==> config.mk <==
export PLATFORM = sky130hd
export DESIGN_NAME = ram_burst_master
export DESIGN_NICKNAME = d
export VERILOG_FILES = /design/src/rtl/ram_burst_pkg.sv /design/src/rtl/ram_rsp_skid.sv /design/src/rtl/ram_burst_master.sv
export SDC_FILE = /design/constraint.sdc
export NUM_CORES = 1
export LEC_CHECK = 0
export CAP_MARGIN = 20
export CELL_PAD_IN_SITES_DETAIL_PLACEMENT = 1
export CELL_PAD_IN_SITES_GLOBAL_PLACEMENT = 2
export CORE_MARGIN = 2
export CORE_UTILIZATION = 25
export CTS_CLUSTER_DIAMETER = 80
export DETAILED_ROUTE_END_ITERATION = 6
export PLACE_DENSITY_LB_ADDON = 0.1
export SYNTH_ARGS = -nofsm -noshare
export SYNTH_HDL_FRONTEND = slang
export SYNTH_HIERARCHICAL = 1
export SYNTH_SLANG_ARGS = --single-unit
==> constraint.sdc <==
create_clock -name clk -period 8.6 [get_ports clk]
set_clock_uncertainty 0.1 [all_clocks]
set_input_delay 1.29 -clock clk [delete_from_list [all_inputs] [get_ports clk]]
set_output_delay 1.29 -clock clk [all_outputs]
set_load 0.05 [all_outputs]
==> src/rtl/ram_burst_pkg.sv <==
// Shared constants and types for the 64x8 RAM burst initiator.
package ram_burst_pkg;

  localparam int unsigned DEPTH  = 64;
  localparam int unsigned AW     = 6;
  localparam int unsigned DW     = 8;
  localparam int unsigned SKID   = 2;
  localparam int unsigned MEM_AW = 7;
  localparam int unsigned CNT_W  = $clog2(SKID + 1);
  localparam int unsigned PTR_W  = (SKID > 1) ? $clog2(SKID) : 1;
  localparam int unsigned OCC_W  = CNT_W + 1;

  typedef enum logic [1:0] {
    IDLE  = 2'd0,
    WRITE = 2'd1,
    READ  = 2'd2
  } state_e;

  typedef struct packed {
    logic          last;
    logic [DW-1:0] data;
  } rd_beat_t;

endpackage

==> src/rtl/ram_rsp_skid.sv <==
// Small FIFO holding read-return beats so the RAM can be read ahead of client backpressure.
module ram_rsp_skid
  import ram_burst_pkg::*;
(
  input  logic             clk,
  input  logic             reset,
  input  logic             push_i,
  input  rd_beat_t         push_beat_i,
  input  logic             pop_i,
  output rd_beat_t         head_o,
  output logic [CNT_W-1:0] count_o
);

  rd_beat_t         mem_q [SKID];
  logic [PTR_W-1:0] wr_ptr_q;
  logic [PTR_W-1:0] rd_ptr_q;
  logic [CNT_W-1:0] count_q;

  function automatic logic [PTR_W-1:0] ptr_inc(input logic [PTR_W-1:0] p);
    return (32'(p) == SKID - 1) ? '0 : p + PTR_W'(1);
  endfunction

  // Storage is cleared on reset so the head reads as zero afterwards.
  always_ff @(posedge clk) begin
    if (reset) begin
      for (int unsigned i = 0; i < SKID; i++) begin
        mem_q[i] <= '0;
      end
      wr_ptr_q <= '0;
      rd_ptr_q <= '0;
      count_q  <= '0;
    end else begin
      if (push_i) begin
        mem_q[wr_ptr_q] <= push_beat_i;
        wr_ptr_q        <= ptr_inc(wr_ptr_q);
      end
      if (pop_i) begin
        rd_ptr_q <= ptr_inc(rd_ptr_q);
      end
      count_q <= count_q + CNT_W'(push_i) - CNT_W'(pop_i);
    end
  end

  assign head_o  = mem_q[rd_ptr_q];
  assign count_o = count_q;

endmodule

==> src/rtl/ram_burst_master.sv <==
// Burst initiator for the 64x8 single-port RAM: command port, write-beat stream,
// read-beat stream with backpressure absorbed by a credit-limited return buffer.
module ram_burst_master
  import ram_burst_pkg::*;
(
  input  logic              clk,
  input  logic              reset,
  input  logic              cmd_valid,
  output logic              cmd_ready,
  input  logic              cmd_write,
  input  logic [AW-1:0]     cmd_addr,
  input  logic [AW-1:0]     cmd_len,
  input  logic              wr_valid,
  output logic              wr_ready,
  input  logic [DW-1:0]     wr_data,
  output logic              rd_valid,
  input  logic              rd_ready,
  output logic [DW-1:0]     rd_data,
  output logic              rd_last,
  output logic              busy,
  output logic              mem_write_en,
  output logic [MEM_AW-1:0] mem_addr,
  output logic [DW-1:0]     mem_data_in,
  input  logic [DW-1:0]     mem_data_out
);

  state_e           state_q, state_d;
  logic [AW-1:0]    addr_q, addr_d;
  logic [AW-1:0]    cnt_q, cnt_d;
  logic             inflight_q, inflight_d;
  logic             last_q, last_d;
  logic [AW-1:0]    mem_addr_q, mem_addr_d;
  logic [DW-1:0]    mem_data_q, mem_data_d;
  logic             mem_we_c;

  rd_beat_t         skid_head;
  rd_beat_t         push_beat;
  logic [CNT_W-1:0] skid_count;
  logic             pop_c;
  logic [OCC_W-1:0] occ_c;
  logic             can_issue_c;

  always_ff @(posedge clk) begin
    if (reset) begin
      state_q    <= IDLE;
      addr_q     <= '0;
      cnt_q      <= '0;
      inflight_q <= 1'b0;
      last_q     <= 1'b0;
      mem_addr_q <= '0;
      mem_data_q <= '0;
    end else begin
      state_q    <= state_d;
      addr_q     <= addr_d;
      cnt_q      <= cnt_d;
      inflight_q <= inflight_d;
      last_q     <= last_d;
      mem_addr_q <= mem_addr_d;
      mem_data_q <= mem_data_d;
    end
  end

  // Buffer slots already claimed, with a beat leaving this cycle handed back.
  assign pop_c       = rd_valid && rd_ready;
  assign occ_c       = OCC_W'(skid_count) + OCC_W'(inflight_q) - OCC_W'(pop_c);
  assign can_issue_c = (occ_c < OCC_W'(SKID));

  always_comb begin
    state_d    = state_q;
    addr_d     = addr_q;
    cnt_d      = cnt_q;
    inflight_d = 1'b0;
    last_d     = last_q;
    mem_addr_d = mem_addr_q;
    mem_data_d = mem_data_q;
    mem_we_c   = 1'b0;
    unique case (state_q)
      IDLE: begin
        if (cmd_valid && cmd_ready) begin
          addr_d  = cmd_addr;
          cnt_d   = cmd_len;
          state_d = cmd_write ? WRITE : READ;
        end
      end
      WRITE: begin
        if (wr_valid) begin
          mem_we_c   = 1'b1;
          mem_addr_d = addr_q;
          mem_data_d = wr_data;
          addr_d     = addr_q + AW'(1);
          cnt_d      = cnt_q - AW'(1);
          if (cnt_q == '0) state_d = IDLE;
        end
      end
      READ: begin
        if (can_issue_c) begin
          mem_addr_d = addr_q;
          addr_d     = addr_q + AW'(1);
          cnt_d      = cnt_q - AW'(1);
          inflight_d = 1'b1;
          last_d     = (cnt_q == '0);
          if (cnt_q == '0) state_d = IDLE;
        end
      end
      default: state_d = IDLE;
    endcase
  end

  assign push_beat = '{last: last_q, data: mem_data_out};

  ram_rsp_skid u_skid (
    .clk         (clk),
    .reset       (reset),
    .push_i      (inflight_q),
    .push_beat_i (push_beat),
    .pop_i       (pop_c),
    .head_o      (skid_head),
    .count_o     (skid_count)
  );

  assign rd_valid     = (skid_count != '0);
  assign rd_data      = rd_valid ? skid_head.data : '0;
  assign rd_last      = rd_valid && skid_head.last;
  assign wr_ready     = (state_q == WRITE);
  // A read still in flight in IDLE must land before another burst may start.
  assign cmd_ready    = (state_q == IDLE) && (skid_count == '0) && !inflight_q;
  assign busy         = (state_q != IDLE) || (skid_count != '0) || inflight_q;
  assign mem_write_en = mem_we_c;
  assign mem_addr     = {1'b0, mem_addr_d};
  assign mem_data_in  = mem_data_d;

endmodule

Word level (Yosys, flattened, before mapping)
Memory sizes are Yosys's and may differ from the RTL's. A register that Yosys moved wholly into a read port is not among the register bits.
Index checks and enable logic that the tools add are counted.
{ "classes": {"n_addsub": 8, "order_cmp": 1, "eq_ne": 5, "muxes": 35, "bitwise": 1, "reduce_logical": 19} }
{ "op_table": {"columns": ["cell", "count"], "rows": [
  ["$mux W6", 8],
  ["$pmux W6 S3", 2],
  ["$mux W8", 3],
  ["$mux W1", 14],
  ["$pmux W6 S2", 1],
  ["$mux W2", 5],
  ["$mux W9", 1],
  ["$reduce_or A9 Y1", 1],
  ["$add A6 B1 Y6 const B", 1],
  ["$logic_not A6 Y1", 1],
  ["$ne A2 B2 Y1 const B", 3],
  ["$pmux W2 S3", 1],
  ["$sub A6 B1 Y6 const B", 1],
  ["$logic_and A1 B1 Y1", 5],
  ["$logic_not A2 Y1", 2],
  ["$reduce_and A4 Y1", 1],
  ["$reduce_bool A2 Y1", 2],
  ["$add A2 B1 Y3", 1],
  ["$lt A3 B2 Y1 const B", 1],
  ["$reduce_and A3 Y1", 1],
  ["$reduce_bool A3 Y1", 1],
  ["$sub A3 B1 Y3", 1],
  ["$add A1 B1 Y1 const B", 2],
  ["$add A2 B1 Y2", 1],
  ["8 further kinds", 9]
]} }
{ "word_totals": {"regBits": 34, "mem_bits_rw": 18, "in_bits": 34, "output_inout_bits": 29, "word_cells": 80, "n_memories": 1} }
{ "mem_list": {"columns": ["memory", "words", "width", "read_ports", "rd_ports_with_merged_regs", "write_ports", "line_no", "source"], "rows": [
  ["u_skid.mem_q", 2, 9, 1, 1, 2, "ram_rsp_skid.sv:14", "rd_beat_t mem_q [SKID];"]
]} }

Logic depth before layout (Yosys ltp)
Gate-level depths: netlist of the first run.
{ "depth": {"depth_word": 6, "ltp_mapped": 11, "depth_no_buf": 9} }

Modules after synthesis
The synthesis of the first run kept the hierarchy.
{ "modules_own_cells": {"columns": ["module", "instances", "cells_per_inst", "area_each_um2", "seq_area_each_um2"], "rows": [
  ["ram_burst_master", 1, 203, 1789.2, 600.6],
  ["ram_rsp_skid", 1, 78, 1031.0, 640.6]
]} }

Worst setup path before layout of the first run
No wires, ideal clock.
{ "synth_path": {"kind": "in2out", "from": "input rd_ready", "to": "output mem_addr[0]", "t_arrival_ns": 3.334, "required_ns": 7.210, "path_slack_ns": 3.876, "path_stages": 8, "path_buffers": 0, "path_cell_list": "nor2b_1 ha_1 nand2b_1 fa_1 or2b_2 o2111ai_1 a32oi_1 inv_1"} }
{ "synth_between": {"elab_chain_cells": 5} }
{ "synth_rtl": {"columns": ["item", "line_no", "source"], "rows": [
  ["start: declaration", "ram_burst_master.sv:17", "input logic rd_ready,"],
  ["$logic_and A1 B1 Y1", "ram_burst_master.sv:64", "assign pop_c = rd_valid && rd_ready;"],
  ["$sub A3 B1 Y3", "ram_burst_master.sv:65", "assign occ_c = OCC_W'(skid_count) + OCC_W'(inflight_q) - OCC_W'(pop_c);"],
  ["$lt A3 B2 Y1", "ram_burst_master.sv:66", "assign can_issue_c = (occ_c < OCC_W'(SKID));"],
  ["$mux W6", "ram_burst_master.sv:96", "if (can_issue_c) begin"],
  ["$pmux W6 S2", "ram_burst_master.sv:77", "unique case (state_q)"],
  ["end: declaration", "ram_burst_master.sv:22", "output logic [MEM_AW-1:0] mem_addr,"]
]} }
No other way between the ends.

Worst setup path in the final report of the first run
{ "layout_path": {"from": "input rd_ready", "to": "output mem_addr[5]"} }
{ "layout_between": {"elab_chain_cells": 5} }
{ "layout_rtl": {"columns": ["item", "line_no", "source"], "rows": [
  ["$logic_and A1 B1 Y1", "ram_burst_master.sv:64", null],
  ["named net pop_c", "ram_burst_master.sv:39", "logic pop_c;"],
  ["$sub A3 B1 Y3", "ram_burst_master.sv:65", null],
  ["$lt A3 B2 Y1", "ram_burst_master.sv:66", null],
  ["$mux W6", "ram_burst_master.sv:96", null],
  ["$pmux W6 S2", "ram_burst_master.sv:77", null]
]} }
The timed path passes the listed nets, and every way through them passes these cells.

==> results of run 1 <==
==> cell usage in the layout (no fill, tap or decap), drive strengths merged, types with 6 or more instances in the layout <==
cell type       n
nor2b          12
nand3           6
clkbuf          6
ha             10
dfxtp          35
o211ai          6
and2            8
a21oi           7
nor2           39
a32oi           6
a32o            6
nand2          13
inv            20
clkdlybuf4s50  61
nand2b         17
edfxtp         18
mux2           17
==> metrics by stage <==
step,utilization (%),power (W),cells,setup slack (ns)
2_1_floorplan,-,0.000907,281,3.88
3_3_place_gp,32.4,0.00112,471,2.53
3_5_place_dp,32.4,0.00112,471,2.52
4_1_cts,33.7,0.00133,479,2.52
5_1_grt,33.7,0.00140,479,2.35
6_report,33.7,0.00130,479,2.54
==> power breakdown <==
part / internal [W] / total (W) / switching (W)
Clock: 0.000107 / 0.000200 / 0.0000923
Sequential: 0.000313 / 0.000365 / 0.0000526
Combinational: 0.000286 / 0.000739 / 0.000454
Total: 0.000706 / 0.00130 / 0.000599
==> area by class of cell <==
type                    instances  area (um^2)
fillers                      1258         7250
repair buffers                 63          626
multi-input cells             194         1430
clock buffers                   6          129
flip-flops and latches         53         1240
well taps                     140          175
inverters                      21         78.8
clock inverters                 2         11.3
==> registers in the layout, indices dropped and copies added (netlist names), named ones only <==
register         count
u_skid/mem_q        18
mem_data_q           8
addr_q               6
cnt_q                6
mem_addr_q           6
state_q              2
u_skid/count_o       2
inflight_q           1
last_q               1
u_skid/rd_ptr_q      1
u_skid/wr_ptr_q      1
==> routing by layer <==
metal	track usage, %	vias to the layer above	share of wire (%)
met1	16.7	1072	49
met2	22.3	44	45
li1	-	1097	-
met3	2.53	9	4.2
met4	4.11	0	1.5
met5	0	-	0
==> final timing paths <==
kind / depth (start not counted) / to
worst max-delay path: 10 / mem_addr[5]
worst min-delay path: 2 / cnt_q[5]$_SDFFE_PP0P_
worst max register to register: 9 / addr_q[0]$_SDFFE_PP0P_
worst min register to register: 2 / cnt_q[5]$_SDFFE_PP0P_
==> synth_stat cells (all sizes together) (2+ instances only) <==
library cell  number
a32oi              6
o21ai              3
inv               20
o211ai             6
a21oi              7
or3                3
o31a               2
mux2i              3
or2b               2
a211oi             2
nor3               2
buf                8
and2               8
o21a               2
ha                10
and2b              3
dfxtp             35
nand2b            17
edfxtp            18
a32o               6
nand3              6
nand2             13
xnor2              2
mux2              17
nor4               2
o32ai              2
nor2              39
nor2b             12
o311ai             2
clkbuf             4
==> cells by family after synthesis <==
family,Yosys count
xor+xnor,4
compound gates,48
flops,53
other cells,1
simple gates,110
buf+inv,34
mux,20
fa+ha+maj,11
==> worst register-to-register path, stage by stage, from the launching register on <==
cell and delay [ns]:
dfxtp_1 0.42, nor2_1 0.72, nor2b_1 0.21, ha_1 0.33, nand2b_1 0.15, fa_1 0.44
xnor2_2 0.28, o211ai_2 0.19, nor2_1 0.64, a311oi_1 0.19
==> qor.csv, run 1 <==
stage,metric,value,unit
status,outcome,finished clean,
yosys,synth_compound_area_share,14.0,%
setup_path,r2r_slack,4.78,ns
yosys,synthTopCellsByArea,"dfxtp_1 25%, edfxtp_1 19%, mux2_2 6.8%",
setup_path,regToRegStartpoint,u_skid/count_o[1]$_SDFF_PP0_,
setup_path,max_stage_delay,0.83,ns
yosys,yosysTopAreaCell,dfxtp_1,
power,p_per_area,354,nW/um^2
clock_network,postCtsSetupRepairBufs,0,
setup_path,worstPathMaxFanout,6,
clock_network,cts_resized,0,
detailed_routing,drt-initial-drc-count,58,
setup_path,cp-startpoint,rd_ready,
worst_hold_path,hp-class,flop to flop,
clock_network,htree_levels,2,
finish,final_area,3690,um^2
setup_path,worstPathCellList,"clkdlybuf4s50_1, nor2b_1, ha_1, nand2b_1, fa_1, xnor2_2, o2111ai_1, a32oi_1, inv_1, clkdlybuf4s50_1",
finish,final_net_count,383,
floorplan,placementRows,38,
yosys,synth.top_cell.area_share,24.8,%
timing,hold_viol_final,0,
setup_path,critPathTopFamily,buffers and inverters,
detailed_routing,routed-via-count,2222,
detailed_routing,wl_per_cell,15.9,um
setup_path,cp-start-kind,input port,
floorplan,die_x,110,um
detailed_routing,viasPerCell,4.64,
timing,setup_violations,0,
yosys,synthAdderAreaFrac,5.15,%
clock_network,clk_pin_slew,0.07,ns
place,dp_hpwl,5.16,mm
worst_hold_path,worst_hold_startpoint,cnt_q[5]$_SDFFE_PP0P_,
timing,finalCriticalPeriod,6.06,ns
setup_path,cp_num_buf_inv,3,
global_routing,grt_pass1_vias,2340,
setup_path,critPathSlowestCell,clkdlybuf4s50_1,
finish,antenna_cells,0,
yosys,ys_ff_latch,53,
setup_path,critical_path_arrival,4.67,ns
timing,tightest_slew,0.890,ns
floorplan,floorplan.die_area,12100,um^2
global_routing,antenna_found_initial,0,
setup_path,crit_path_end_kind,primary output,
place,port_buffers,61,
yosys,synth_edf_count,18,
power,p_leak,1.42,nW
clock_network,hold_buffers,0,
global_routing,grt_use_total,13.1,%
finish,drive_gt1_share,12.7,%
place,place_congestion,0.731,
clock_network,cts_tree,built,
yosys,ys_types,59,
global_routing,grt_start_max_net_pins,40,
floorplan,die_h,110,um
yosys,syn-cell-area,2820,um^2
timing,whs,0.382,ns
yosys,synth_top_family_by_area,simple AND/OR/NAND/NOR gates,
setup_path,cp_common_cell,clkdlybuf4s50_1,
detailed_routing,ant_nets,0,
job,cap_violations,0,
detailed_routing,drc,0,
timing,fin_crit_sh,70.5,%
timing,fmax,0.165,GHz
timing,finalSetupTns,0,ns
floorplan,core,10900,um^2
yosys,synthMuxAreaShare,7.85,%
finish,area_growth,30.7,%
clock_network,cts.path.max_buffers,2,
yosys,synth.avg_cell_area,10.0,um^2
clock_network,cts_root_buf,clkbuf_16,
detailed_routing,postRouteWirelength,7.60,mm
yosys,synth_xor_area_share,2.00,%
yosys,syn-num-nets,326,
clock_network,cts.sinks,53,
clock_network,cts-buffers-inserted,5,
detailed_routing,firstDrtPassIters,4,
clock_network,insertion_delay,0.29,ns
yosys,yosys_warnings,6,
yosys,synth-async-reset-ratio,0,%
floorplan,io_pins,63,
timing,slew_headroom,40.5,%
global_routing,grt_overflow,0,
power,worst_ir_drop_vdd,0.000128,V
floorplan,initial_core_util,25.8,%
yosys,yosys.area_share.simple,21.4,%
global_routing,grt_pass1_wl,12.0,mm
setup_path,crit_required,7.21,ns
yosys,seq_area_frac_synth,44.0,%
setup_path,critPathKind,input port to primary output,
place,place_area,3550,um^2
timing,maxSlewViolCount,0,
timing,rsz0062_at_grt,no,
yosys,syn_inst,281,
yosys,yosys_most_used_dff,dfxtp_1,
Power figures use the tool's default switching activity.
==> run 2, diff against run 1 <==
- clock period: 8.6 -> 5.7 ns (I/O delays scaled with it)
==> qor.csv, run 2 (synthesis results as in run 1) <==
stage,metric,value,unit
timing,tightest_slew,0.839,ns
setup_path,cp-start-kind,input port,
finish,drive_gt1_share,13.5,%
clock_network,insertion_delay,0.29,ns
finish,largestRegisters,"u_skid/mem_q: 18 flops, mem_data_q: 8 flops",
finish,top_register,u_skid/mem_q,
status,outcome,finished clean,
detailed_routing,wl_per_cell,15.8,um
clock_network,cts-buffers-inserted,5,
detailed_routing,viasPerCell,4.63,
finish,antenna_cells,0,
finish,final_net_count,384,
timing,finalCriticalPeriod,5.19,ns
detailed_routing,firstDrtPassIters,4,
clock_network,htree_levels,2,
global_routing,grt_use_total,12.8,%
timing,fmax,0.193,GHz
timing,rsz0062_at_grt,no,
global_routing,grt_pass1_wl,11.8,mm
floorplan,core,10900,um^2
detailed_routing,postRouteWirelength,7.59,mm
place,port_buffers,61,
power,worst_ir_drop_vdd,0.000207,V
finish,area_growth,31.1,%
finish,largest_register_ffs,18,
finish,final_cell_mix,"61 x clkdlybuf4s50_1, 39 x nor2_1, 35 x dfxtp_1, 20 x inv_1, 18 x edfxtp_1",
place,dp_hpwl,5.26,mm
place,place_ws,0.452,ns
finish,fin_cells,480,
floorplan,io_pins,63,
timing,finalSetupTns,0,ns
clock_network,postCtsSetupRepairBufs,0,
clock_network,cts_tree,built,
global_routing,grt_overflow,0,
detailed_routing,drt-initial-drc-count,50,
finish,post-route-util,33.8,%
global_routing,grt_start_max_net_pins,40,
clock_network,clk_pin_slew,0.07,ns
floorplan,floorplan.die_area,12100,um^2
clock_network,cts_root_buf,clkbuf_16,
setup_path,crit_path_end_kind,primary output,
timing,slew_headroom,43.8,%
detailed_routing,ant_nets,0,
timing,hold_viol_final,0,
global_routing,grt_pass1_vias,2342,
place,placedCellCount,472,
place,place_congestion,0.734,
job,cap_violations,0,
setup_path,critical_path_arrival,4.24,ns
clock_network,cts.path.max_buffers,2,
power,p_per_area,535,nW/um^2
clock_network,cts.sinks,53,
timing,finalWorstSetupSlack,0.507,ns
setup_path,worstPathMaxFanout,6,
global_routing,antenna_found_initial,0,
detailed_routing,drc,0,
timing,fin_crit_sh,91.1,%
floorplan,initial_core_util,25.8,%
detailed_routing,routed-via-count,2221,
timing,setup_violations,0,
setup_path,critPathKind,input port to primary output,
floorplan,die_x,110,um
floorplan,placementRows,38,
worst_hold_path,hp-class,flop to flop,
clock_network,cts_resized,0,
floorplan,die_h,110,um
power,p_leak,1.42,nW
clock_network,hold_buffers,0,
finish,fillCellCount,1269,
timing,maxSlewViolCount,0,
finish,layout_commonest_cell,clkdlybuf4s50_1,
setup_path,crit_required,4.74,ns
-- run 2: cell count changes in the layout (fill, tap and decap cells not counted) --
cell	previous run	this run
buf_4	2	3
clkinv_1	2	1
clkinvlp_2	0	2
clkbuf_1	1	0
-- run 2: cell type report --
class	instances	area, um^2	area share (%)
timing repair buffer	64	633	17.1
clock inverter	3	17.5	0.474
clock buffer	5	125	3.38
sequential	53	1240	33.6
tap	140	175	4.74
inverter	21	78.8	2.13
multi-input combinational	194	1430	38.6
-- run 2: path summary, 6_finish.rpt --
check	startpoint	slack [ns]	cells past startpoint	to
min	cnt_q[5]$_SDFFE_PP0P_	0.38	2	cnt_q[5]$_SDFFE_PP0P_
max reg2reg	u_skid/count_o[1]$_SDFF_PP0_	2.16	10	addr_q[0]$_SDFFE_PP0P_
min reg2reg	cnt_q[5]$_SDFFE_PP0P_	0.38	2	cnt_q[5]$_SDFFE_PP0P_
max	rd_ready	0.51	10	mem_addr[0]
-- run 2: power by group --
group,switching (W),total [W],internal [W],leakage (nW)
clock network,0.000139,0.000300,0.000161,0.0619
logic,0.000687,0.00112,0.000436,0.886
registers,0.0000815,0.000553,0.000472,0.472
-- run 2: layer usage --
| layer | track usage (%) | vias to the layer above | share of wire (%) |
|---|---|---|---|
| met4 | 2.68 | 0 | 0.51 |
| met5 | 0 | - | 0 |
| met2 | 22.3 | 42 | 47 |
| met3 | 2.18 | 2 | 3.5 |
| met1 | 16.6 | 1075 | 49 |
| li1 | - | 1102 | - |
-- run 2: metrics by stage --
step / cell area [um^2] / power [W] / hold WS (ns)
after global routing: 3700 / 0.00212 / 0.408
after CTS: 3700 / 0.00201 / 0.383
after detailed placement: 3550 / 0.00170 / 0.372
after floorplan: 2820 / 0.00137 / 0.340
final: 3700 / 0.00198 / 0.378
after global placement: 3550 / 0.00169 / 0.364
-- run 2: worst max-delay path: stages --
cell,delay [ns]
clkdlybuf4s50_1,0.45
nor2b_1,0.27
ha_1,0.29
nand2b_1,0.15
fa_1,0.45
xnor2_2,0.20
o2111ai_1,0.52
a32oi_1,0.15
inv_1,0.10
clkdlybuf4s50_1,0.80
